### config.mk
export PLATFORM = sky130hd
export DESIGN_NAME = viterbi_traceback_unit
export DESIGN_NICKNAME = d
export VERILOG_FILES = /design/src/rtl/viterbi_traceback_unit.sv
export SDC_FILE = /design/constraint.sdc
export NUM_CORES = 1
export LEC_CHECK = 0
export CORE_UTILIZATION = 25
export DETAILED_ROUTE_END_ITERATION = 7
export PLACE_DENSITY = 0.36
export SETUP_SLACK_MARGIN = 0.2
export SYNTH_ARGS = -nofsm -noshare
export SYNTH_HDL_FRONTEND = slang
export SYNTH_SLANG_ARGS = --single-unit
### constraint.sdc
create_clock -name clk -period 4.7 [get_ports clk]
set_input_delay 0.47 -clock clk [delete_from_list [all_inputs] [get_ports clk]]
set_output_delay 0.47 -clock clk [all_outputs]
set_load 0.03 [all_outputs]
### src/rtl/viterbi_traceback_unit.sv
// Viterbi survivor memory and traceback: stores one decision vector per step, then walks back one step per cycle.
// Define TRACEBACK_FWD_ORDER_EN to buffer the decoded frame and emit it oldest-first.
module viterbi_traceback_unit #(
  parameter int K = 3,
  parameter int FRAME_LEN = 16,
  parameter int AW = $clog2(FRAME_LEN),
  localparam int SW = K - 1,
  localparam int NS = 1 << (K - 1)
) (
  input  logic          clk,
  input  logic          rst,
  input  logic          in_valid,
  input  logic [NS-1:0] in_dec,
  input  logic          in_last,
  input  logic [SW-1:0] start_node,
  output logic          in_ready,
  output logic          out_valid,
  output logic          out_bit,
  output logic [AW-1:0] out_idx,
  output logic          busy,
  output logic          done
);

  // state   | meaning
  // S_WRITE | accepting decision vectors into survivor memory
  // S_TRACE | walking the trellis backwards, one column per cycle
  // S_OUT   | forward-order emission of the buffered frame (optional)
  // S_DONE  | one-cycle completion pulse, rewind write pointer
  typedef enum logic [1:0] {S_WRITE, S_TRACE, S_OUT, S_DONE} state_e;

  state_e        state_q, state_d;
  logic [AW-1:0] wptr_q, wptr_d;
  logic [AW-1:0] rptr_q, rptr_d;
  logic [SW-1:0] node_q, node_d;
  logic [NS-1:0] mem_q [FRAME_LEN];
  logic [NS-1:0] mem_d [FRAME_LEN];

  logic          wr_en;
  logic          wr_final;
  logic          dec_bit;
  logic [SW:0]   node_shift;

`ifdef TRACEBACK_FWD_ORDER_EN
  logic [AW-1:0]        last_q, last_d;
  logic [AW-1:0]        oidx_q, oidx_d;
  logic [FRAME_LEN-1:0] bits_q, bits_d;
`endif

  assign wr_en      = in_valid && (state_q == S_WRITE);
  assign wr_final   = in_last || (wptr_q == AW'(FRAME_LEN - 1));
  assign dec_bit    = mem_q[rptr_q][node_q];
  // Shifting the survivor bit into the LSB recovers the predecessor state; works for SW == 1 too.
  assign node_shift = {node_q, dec_bit};

  always_ff @(posedge clk or negedge rst) begin
    if (!rst) begin
      state_q <= S_WRITE;
      wptr_q  <= '0;
      rptr_q  <= '0;
      node_q  <= '0;
`ifdef TRACEBACK_FWD_ORDER_EN
      last_q  <= '0;
      oidx_q  <= '0;
      bits_q  <= '0;
`endif
    end else begin
      state_q <= state_d;
      wptr_q  <= wptr_d;
      rptr_q  <= rptr_d;
      node_q  <= node_d;
`ifdef TRACEBACK_FWD_ORDER_EN
      last_q  <= last_d;
      oidx_q  <= oidx_d;
      bits_q  <= bits_d;
`endif
    end
  end

  // Survivor memory is deliberately left out of reset.
  always_ff @(posedge clk) begin
    mem_q <= mem_d;
  end

  always_comb begin
    state_d = state_q;
    case (state_q)
      S_WRITE: if (wr_en && wr_final) state_d = S_TRACE;
`ifdef TRACEBACK_FWD_ORDER_EN
      S_TRACE: if (rptr_q == '0) state_d = S_OUT;
      S_OUT:   if (oidx_q == last_q) state_d = S_DONE;
`else
      S_TRACE: if (rptr_q == '0) state_d = S_DONE;
`endif
      S_DONE:  state_d = S_WRITE;
      default: state_d = S_WRITE;
    endcase
  end

  always_comb begin
    wptr_d = wptr_q;
    rptr_d = rptr_q;
    node_d = node_q;
    mem_d  = mem_q;
`ifdef TRACEBACK_FWD_ORDER_EN
    last_d = last_q;
    oidx_d = oidx_q;
    bits_d = bits_q;
`endif
    case (state_q)
      S_WRITE: begin
        if (wr_en) begin
          mem_d[wptr_q] = in_dec;
          if (wr_final) begin
            node_d = start_node;
            rptr_d = wptr_q;
`ifdef TRACEBACK_FWD_ORDER_EN
            last_d = wptr_q;
`endif
          end else begin
            wptr_d = wptr_q + AW'(1);
          end
        end
      end
      S_TRACE: begin
        node_d = node_shift[SW-1:0];
        if (rptr_q != '0) rptr_d = rptr_q - AW'(1);
`ifdef TRACEBACK_FWD_ORDER_EN
        bits_d[rptr_q] = node_q[SW-1];
        oidx_d = '0;
`endif
      end
`ifdef TRACEBACK_FWD_ORDER_EN
      S_OUT: begin
        if (oidx_q != last_q) oidx_d = oidx_q + AW'(1);
      end
`endif
      S_DONE: wptr_d = '0;
      default: ;
    endcase
  end

  always_comb begin
    in_ready = rst && (state_q == S_WRITE);
    done     = (state_q == S_DONE);
`ifdef TRACEBACK_FWD_ORDER_EN
    out_valid = (state_q == S_OUT);
    out_bit   = (state_q == S_OUT) ? bits_q[oidx_q] : 1'b0;
    out_idx   = (state_q == S_OUT) ? oidx_q : '0;
    busy      = (state_q == S_TRACE) || (state_q == S_OUT);
`else
    out_valid = (state_q == S_TRACE);
    out_bit   = (state_q == S_TRACE) ? node_q[SW-1] : 1'b0;
    out_idx   = (state_q == S_TRACE) ? rptr_q : '0;
    busy      = (state_q == S_TRACE);
`endif
  end

endmodule
=== Yosys cells after proc, flatten, opt, wreduce, memory -nomap -nowiden ===
Index checks and enable logic that the tools add are counted.

* Equal/unequal tests: 9
* Reductions and logical operators: 15
* Bitwise operators: 2
* Muxes and demuxes: 23
* Order comparisons: 4
* $add $sub $neg: 2

{| class="wikitable"
|+ Operators by type and width
! cell !! count
|-
| $bwmux 64 || 1
|-
| $mux 4 || 9
|-
| $bmux 4 s4 || 1
|-
| $demux 4 s4 || 1
|-
| $pmux 4 s2 || 2
|-
| $ge 5x5->1 const B || 2
|-
| $not 4->5 || 2
|-
| $mux 2 || 4
|-
| $pmux 2 s2 || 2
|-
| $ne 2x1->1 const B || 3
|-
| $ne 2x2->1 const B || 3
|-
| $reduce_and 3->1 || 2
|-
| $lt 5x1->1 const B || 1
|-
| $add 4x1->4 const B || 1
|-
| $eq 4x4->1 const B || 1
|-
| $logic_and 1x1->1 || 4
|-
| $logic_not 4->1 || 1
|-
| $reduce_and 2->1 || 2
|-
| $reduce_and 4->1 || 1
|-
| $reduce_bool 2->1 || 2
|-
| $reduce_bool 4->1 || 1
|-
| $sub 4x1->4 const B || 1
|-
| $lt 2x3->1 const B || 1
|-
| $bmux 1 s2 || 1
|-
| 5 further kinds || 6
|}

* Logic and storage cells: 75
* Register bits: 76

=== Longest topological paths before layout ===
Gate-level depths: netlist (run 1).

* Word-level depth: 7
* Mapped depth: 9
* Gate-level depth less buffers: 8

=== Worst setup path before layout (run 1) ===
No wires, ideal clock.

* Kind: register to output
* Start: reg state_q[1]
* End: out out_idx[0]
* Data required time: 4.230 ns
* Slack: 2.391 ns
* Cell stages (with the launch flop): 7
* Buffers on the path: 2
* Arrival time: 1.839 ns
* Cells stage by stage: dfrtp_1 -> inv_1 -> ha_1 -> clkbuf_1 -> inv_1 -> clkbuf_1 -> nor2_1

* Word-level cells in the longest chain between the ends: 2

{| class="wikitable"
|+ RTL lines
! what !! line !! source
|-
| from (decl) || 31 || <nowiki>state_e state_q, state_d;</nowiki>
|-
| from (signal assigned) || 67 || <nowiki>state_q <= state_d;</nowiki>
|-
| $eq 2x1->1 || - ||
|-
| named net busy || 20 || <nowiki>output logic busy,</nowiki>
|-
| $mux 4 || 153 || <nowiki>out_idx = (state_q == S_TRACE) ? rptr_q : '0;</nowiki>
|-
| to (decl) || 19 || <nowiki>output logic [AW-1:0] out_idx,</nowiki>
|}

The timed path passes the listed nets, and every way through them passes these cells.

=== Worst setup path after layout (run 1) ===
* Start: reg rptr_q[0]
* End: out out_idx[0]

* Word-level cells in the longest chain between the ends: 1

{| class="wikitable"
|+ RTL lines
! what !! line !! source
|-
| from (decl) || 33 || <nowiki>logic [AW-1:0] rptr_q, rptr_d;</nowiki>
|-
| from (signal assigned) || 69 || <nowiki>rptr_q <= rptr_d;</nowiki>
|-
| $mux 4 || 153 ||
|}

No other way between the ends.

==> impl_results.md, run 1 <==
* Most Crowded Layer GR: met2
* Reg2reg path depth at 7
* Port bufs at 18
* I/O pin count at 19
* Synth Cell Area at 3380 µm²
* Commonest non-fill, non-tap cells in the layout: edfxtp_1 (64), nor2_1 (20), clkdlybuf4s50_1 (18)
* Final period util at 0.623
* LEAKAGE at 1.39 nW
* Yosys warnings at 0
* Fraction of layout cells with a size suffix above 1 at 0.127
* Hold buffers post-CTS at 0
* Mapped Avg Cell Area at 14.7 µm²
* Worst Setup Slack, final at 1.77 ns
* Reg area at 2220 µm²
* Worst slew pin tran at 0.781 ns
* Max H-tree Level at 3
* Latest clock arrival within the worst-skew pair at 0.33 ns
* Worst-path clk slew at 0.06 ns
* RSZ-0062 raised after global routing: no
* Clk Tree Root Cell: clkbuf_16
* Critical path class: flop to output pin
* Site row count at 42
* GRT overflow at 0
* Hold Fails Final Rpt at 0
* Total CTS buffers at 9
* Fin util at 0.308
* Reg2reg end: node_q[0]
* Crit. End Element: output pin
* Post-CTS Setup Bufs at 0
* Worst slack at placement at 1.96 ns
* TritonCTS clock tree: done
* Sequential area share after synthesis at 0.658
* R2r setup slk at 2.11 ns
* Pins over their slew limit at 0
* Routability cong. at 0.697
* EDFF count, synth at 64
* DRC at 0
* Core footprint at 13200 µm²
* Total negative setup slack at 0 ns
* Critical Path Source Type: flop
* Final WL at 8.20 mm
* Antenna Nets Post-Route at 0
* Minimum clock period at 2.93 ns
* DP Area at 3720 µm²
* Syn Nets at 248
* Synth-to-layout area growth at 20.3%
* Hold slack at 0.518 ns
* Initial core utilization at 0.256
* Detail Placement HPWL at 5.65 mm
* Max Fclk at 342 MHz
* GR Util All Layers at 0.128
* Cell variety after synth at 43
* Peak VDD IR at 0.000224 V
* Met2 usage at 0.189
* N_diodes at 0
* Worst min-delay path class: input pin to async pin
* Worst Clk Skew at 0.00696 ns
* Non-Filler Instances at 428
* # setup viols final at 0
* Wire per inst at 19.1 µm
* Vias in the first global route at 2078
* Total power per unit cell area at 665 nW/µm²
* Die width at 118 µm
* Met1 GRT Util at 0.179
* Die height at 118 µm
* DP Cell Count at 412
* Routed vias at 1949
* First-pass GRT wire length at 13.0 mm
* Largest net degree at the start of global routing at 17
* Worst reg2reg path startpoint: rptr_q[0]
* Die area at 14000 µm²
* Req. time, crit path at 4.23 ns
* Cell count after synthesis at 230
* Status: finished, final reports clean
* Power Total at 2.70 mW
* Multi-input logic area at 1050 µm²
* Slew headroom at 0.479
* Number of max-cap violations at 0
* Initial antenna violation count at 0
* Synth Flop Type: edfxtp_1
* Layout Nets at 265
* DR iter-0 viols at 114
* Post-synth ARST share at 0.158
* Avg Vias per Cell at 4.55
* Final non-filler cell area at 4060 µm²
* Fillers at 1300
* Clk buf depth at 2
* Post-cts resize count at 0
* Maximum fanout along the worst path at 14
* Number of synthesized register bits at 76
* Met3 GRT Util at 0.0290
* Most common cell after layout, fill and taps aside: edfxtp_1
* Clock sink count at 76
* Crit path DAT at 2.46 ns
* Initial DRT Pass Iterations at 4
logic make-up (layout without fill, tap and decap cells):
logic type / count (synthesis) / after routing / synth area share
adder cells (fa/ha/maj): 8 / 8 / 0.0296
AND/OR/NAND/NOR: 60 / 60 / 0.0848
flip-flops: 76 / 76 / 0.658
buffers and inverters: 24 / 46 / 0.0315
AO/OA/AOI/OAI: 37 / 37 / 0.0774
multiplexers: 25 / 25 / 0.119
critical path: stages (launching register included):
cell and delay, ns:
dfrtp_1 0.84, buf_4 0.36, inv_1 0.12, nor2_1 0.11, clkdlybuf4s50_1 0.68
flip-flops by register name (all words and copies together), names as in the netlist:
register  count
wptr_q        4
rptr_q        4
state_q       2
node_q        2
mem_q        64
Yosys cell counts, types with 2 or more instances:
cell | n | area (µm²)
and2_0 | 2 | 12.5
a21oi_1 | 4 | 20.0
nand2_1 | 12 | 45.0
a32oi_1 | 3 | 26.3
ha_1 | 8 | 100
clkbuf_1 | 9 | 33.8
nand3b_1 | 2 | 15.0
a222oi_1 | 2 | 20.0
and2_1 | 3 | 18.8
mux2_1 | 3 | 33.8
edfxtp_1 | 64 | 1920
dfrtp_1 | 12 | 300
nor2b_1 | 3 | 18.8
mux2i_1 | 6 | 60.1
nand2b_1 | 5 | 31.3
nand3_1 | 5 | 25.0
buf_4 | 2 | 15.0
o21ai_0 | 8 | 40.0
o21ai_1 | 3 | 15.0
mux4_2 | 10 | 225
nor2_1 | 20 | 75.1
inv_1 | 11 | 41.3
a22oi_1 | 4 | 30.0
nor3_1 | 5 | 25.0
mux2_2 | 5 | 56.3
o22a_1 | 2 | 17.5
worst max-delay path by stage:
stage | depth (start not counted) | startpoint | slack [ns] | end
floorplan | 6 | state_q[1] | 2.39 | out_idx[0]
global placement | 3 | rst | 1.99 | in_ready
detailed placement | 3 | rst | 1.96 | in_ready
CTS | 4 | rptr_q[0] | 1.67 | out_idx[0]
global route | 4 | rptr_q[0] | 1.60 | out_idx[0]
finish | 4 | rptr_q[0] | 1.77 | out_idx[0]
routing by layer:
layer	part of all wire	wire length, µm	up-vias
met5	0	0	-
met4	0.016	128	0
met3	0.036	297	11
met2	0.45	3690	38
met1	0.50	4080	989
li1	-	-	911
area by class of cell:
| cell class | count | share of cell area |
|---|---|---|
| Clock buffer | 10 | 0.0564 |
| Clock inverter | 6 | 0.0277 |
| Multi-Input combinational cell | 130 | 0.258 |
| Timing Repair Buffer | 19 | 0.0462 |
| Sequential cell | 76 | 0.547 |
| Inverter | 11 | 0.0102 |
| Tap cell | 176 | 0.0542 |
report_power, final:
group	internal (mW)	switching [mW]
Combinational	0.403	0.515
Sequential	0.823	0.163
Clock	0.520	0.279
Note: power is estimated with default switching activity, not from simulation.
==> run 2: changes to the inputs <==
Clock period 4.7 ns to 2.78 ns, I/O delays scaled along.
==> run 2 against run 1 <==
Net effect: clock power rose by 75%; combinational power up 80%; cell area increased by 1.2%; total power increased by 72%; clock-buffer cell count stayed put; routed wire length fell by 0.28%; cell count rose by 0.23%.
==> impl_results.md, run 2 (synthesized netlist as in run 1, its figures left out) <==
* Status: finished, final reports clean
* Worst min-delay path class: input pin to async pin
* Fin util at 0.312 (+0.00379)
* Total CTS buffers at 9 (unchanged)
* Flop pwr share at 0.347 (-0.018)
* Maximum fanout along the worst path at 12 (-2)
* Core footprint at 13200 µm² (unchanged)
* Latest clock arrival within the worst-skew pair at 0.33 ns (about the same)
* Most common cell after layout, fill and taps aside: edfxtp_1
* Worst Clk Skew at 0.00661 ns (-0.000350 ns)
* Worst slew pin tran at 0.697 ns (-0.0840 ns)
* I/O pin count at 19 (unchanged)
* Layout Nets at 267 (+0.75%)
* Wire per inst at 19.0 µm (-0.51%)
* GRT overflow at 0 (unchanged)
* RSZ-0062 raised after global routing: no
* Critical Path Source Type: flop
* Routability cong. at 0.743 (+6.7%)
* Largest net degree at the start of global routing at 26 (+9)
* Final WL at 8.17 mm (-0.28%)
* Logic pwr share at 0.354 (+0.014)
* Number of max-cap violations at 0 (unchanged)
* Max reg flops at 64 (unchanged)
* Critical path class: flop to output pin
* Port bufs at 18 (unchanged)
* Minimum clock period at 2.35 ns
* Sw Share at 0.343 (-0.0110)
* # setup viols final at 0 (unchanged)
* Commonest non-fill, non-tap cells in the layout: edfxtp_1 (64), nor2_1 (20), clkdlybuf4s50_1 (15)
* Peak VDD IR at 0.000370 V (+65%)
* Antenna Nets Post-Route at 0 (unchanged)
* Clock share of power at 0.300 (+0.004)
* Avg Vias per Cell at 4.57 (+0.28%)
* Initial antenna violation count at 0 (unchanged)
* Die height at 118 µm (unchanged)
* Clock sink count at 76 (unchanged)
* Top reg by flops: mem_q
* Total negative setup slack at 0 ns (unchanged)
* Max H-tree Level at 3 (unchanged)
* Final period util at 0.846
* First-pass GRT wire length at 12.5 mm (-4.2%)
* Fillers at 1304 (+0.31%)
* R2r setup slk at 0.54 ns (-1.57 ns)
* Post-CTS Setup Bufs at 0 (unchanged)
* Multi-input logic area at 1050 µm² (+0.24%)
* Die width at 118 µm (unchanged)
* GR Util All Layers at 0.126 (-0.00144)
* Reg2reg end: node_q[0]
* Clk Tree Root Cell: clkbuf_16
* DRC at 0 (unchanged)
* Psw at 1.60 mW (+67%)
* Req. time, crit path at 2.50 ns (-1.73 ns)
* Crit. End Element: output pin
* N_diodes at 0 (unchanged)
* Met1 GRT Util at 0.183 (+0.00384)
* LEAKAGE at 1.45 nW (+4.4%)
* Hold slack at 0.290 ns (-0.228 ns)
* Pins over their slew limit at 0 (unchanged)
* Routed vias at 1959 (+0.51%)
* Worst reg2reg path startpoint: rptr_q[0]
* Reg area at 2220 µm² (unchanged)
* Synth-to-layout area growth at 21.7%
* Site row count at 42 (unchanged)
* Die area at 14000 µm² (unchanged)
* Met2 usage at 0.180 (-0.00919)
* Vias in the first global route at 1931 (-7.1%)
* Total power per unit cell area at 1130 nW/µm² (+70%)
* Pint at 3.06 mW (+75%)
* Initial DRT Pass Iterations at 4 (unchanged)
* Crit path DAT at 2.08 ns (-0.38 ns)
* Most Crowded Layer GR: met1
* Slew headroom at 0.532 (+0.0524)
* Top flop regs: mem_q: 64 flops, rptr_q: 4 flops, wptr_q: 4 flops
* Hold Fails Final Rpt at 0 (unchanged)
* DP Area at 3750 µm² (+0.74%)
* TritonCTS clock tree: done
* Clk buf depth at 2 (unchanged)
* Reg2reg path depth at 6 (-1)
* Detail Placement HPWL at 5.57 mm (-1.5%)
* Fraction of layout cells with a size suffix above 1 at 0.134 (+0.00740)
* Initial core utilization at 0.256 (unchanged)
* Met3 GRT Util at 0.0208 (-0.00820)
* Final non-filler cell area at 4110 µm² (+1.2%)
* DR iter-0 viols at 132 (+16%)
* Max Fclk at 425 MHz
* Worst-path clk slew at 0.06 ns (about the same)
[run 2: cell count changes in the layout (fill, tap and decap cells not counted), sizes merged]
cell	delta
dlymetal6s2s	+3
clkinv	-2
bufinv	+1
clkdlybuf4s50	-3
buf	+2
[run 2: layout make-up]
| type | instances | share of cell area |
|---|---|---|
| Inverter | 11 | 0.0100 |
| Clock buffer | 10 | 0.0557 |
| Clock inverter | 5 | 0.0304 |
| Timing Repair Buffer | 21 | 0.0542 |
| Multi-Input combinational cell | 130 | 0.256 |
| Tap cell | 176 | 0.0535 |
| Sequential cell | 76 | 0.540 |
[run 2: metal layers]
| layer | up-vias | routed length [µm] |
|---|---|---|
| met5 | - | 0 |
| met4 | 0 | 122 |
| met3 | 8 | 342 |
| met2 | 46 | 3650 |
| met1 | 990 | 4060 |
| li1 | 915 | - |
[run 2: worst max-delay path, cell delays in order, from the launching register on]
cell and delay, ns:
dfrtp_1 0.38, inv_1 0.09, ha_2 0.34, and2_1 0.23, clkdlybuf4s50_1 0.70
[run 2: power by group through the flow]
stage          logic [mW]  registers (mW)  clock network (mW)
6_report             1.65            1.61                1.40
2_1_floorplan        1.28            1.47                   0
4_1_cts              1.69            1.62                1.42
3_3_place_gp         1.68            1.65                   0
5_1_grt              1.83            1.65                1.47
3_5_place_dp         1.67            1.64                   0
[run 2: worst max-delay path by stage]
stage | start | end | slack (ns) | depth (start not counted)
global placement | state_q[1] | out_idx[2] | 0.56 | 5
detailed placement | state_q[1] | out_idx[0] | 0.48 | 5
floorplan | state_q[1] | out_idx[0] | 0.66 | 6
CTS | state_q[1] | out_idx[0] | 0.27 | 5
global route | state_q[1] | out_idx[3] | 0.31 | 4
finish | state_q[1] | out_idx[3] | 0.43 | 4
[run 2: per-stage QoR]
stage | cells | power, mW | worst slack, ns
6_report | 429 | 4.66 | 0.427
5_1_grt | 429 | 4.94 | 0.315
4_1_cts | 429 | 4.73 | 0.275
3_5_place_dp | 414 | 3.31 | 0.480
3_3_place_gp | 414 | 3.33 | 0.556
2_1_floorplan | 230 | 2.76 | 0.663
[run 2: repair_timing]
action,in CTS,in global routing
hold buffers,0,0
gates resized for setup,1,3
gates cloned,0,0
endpoints found under the setup margin,3,3
endpoints found under the hold margin,0,0
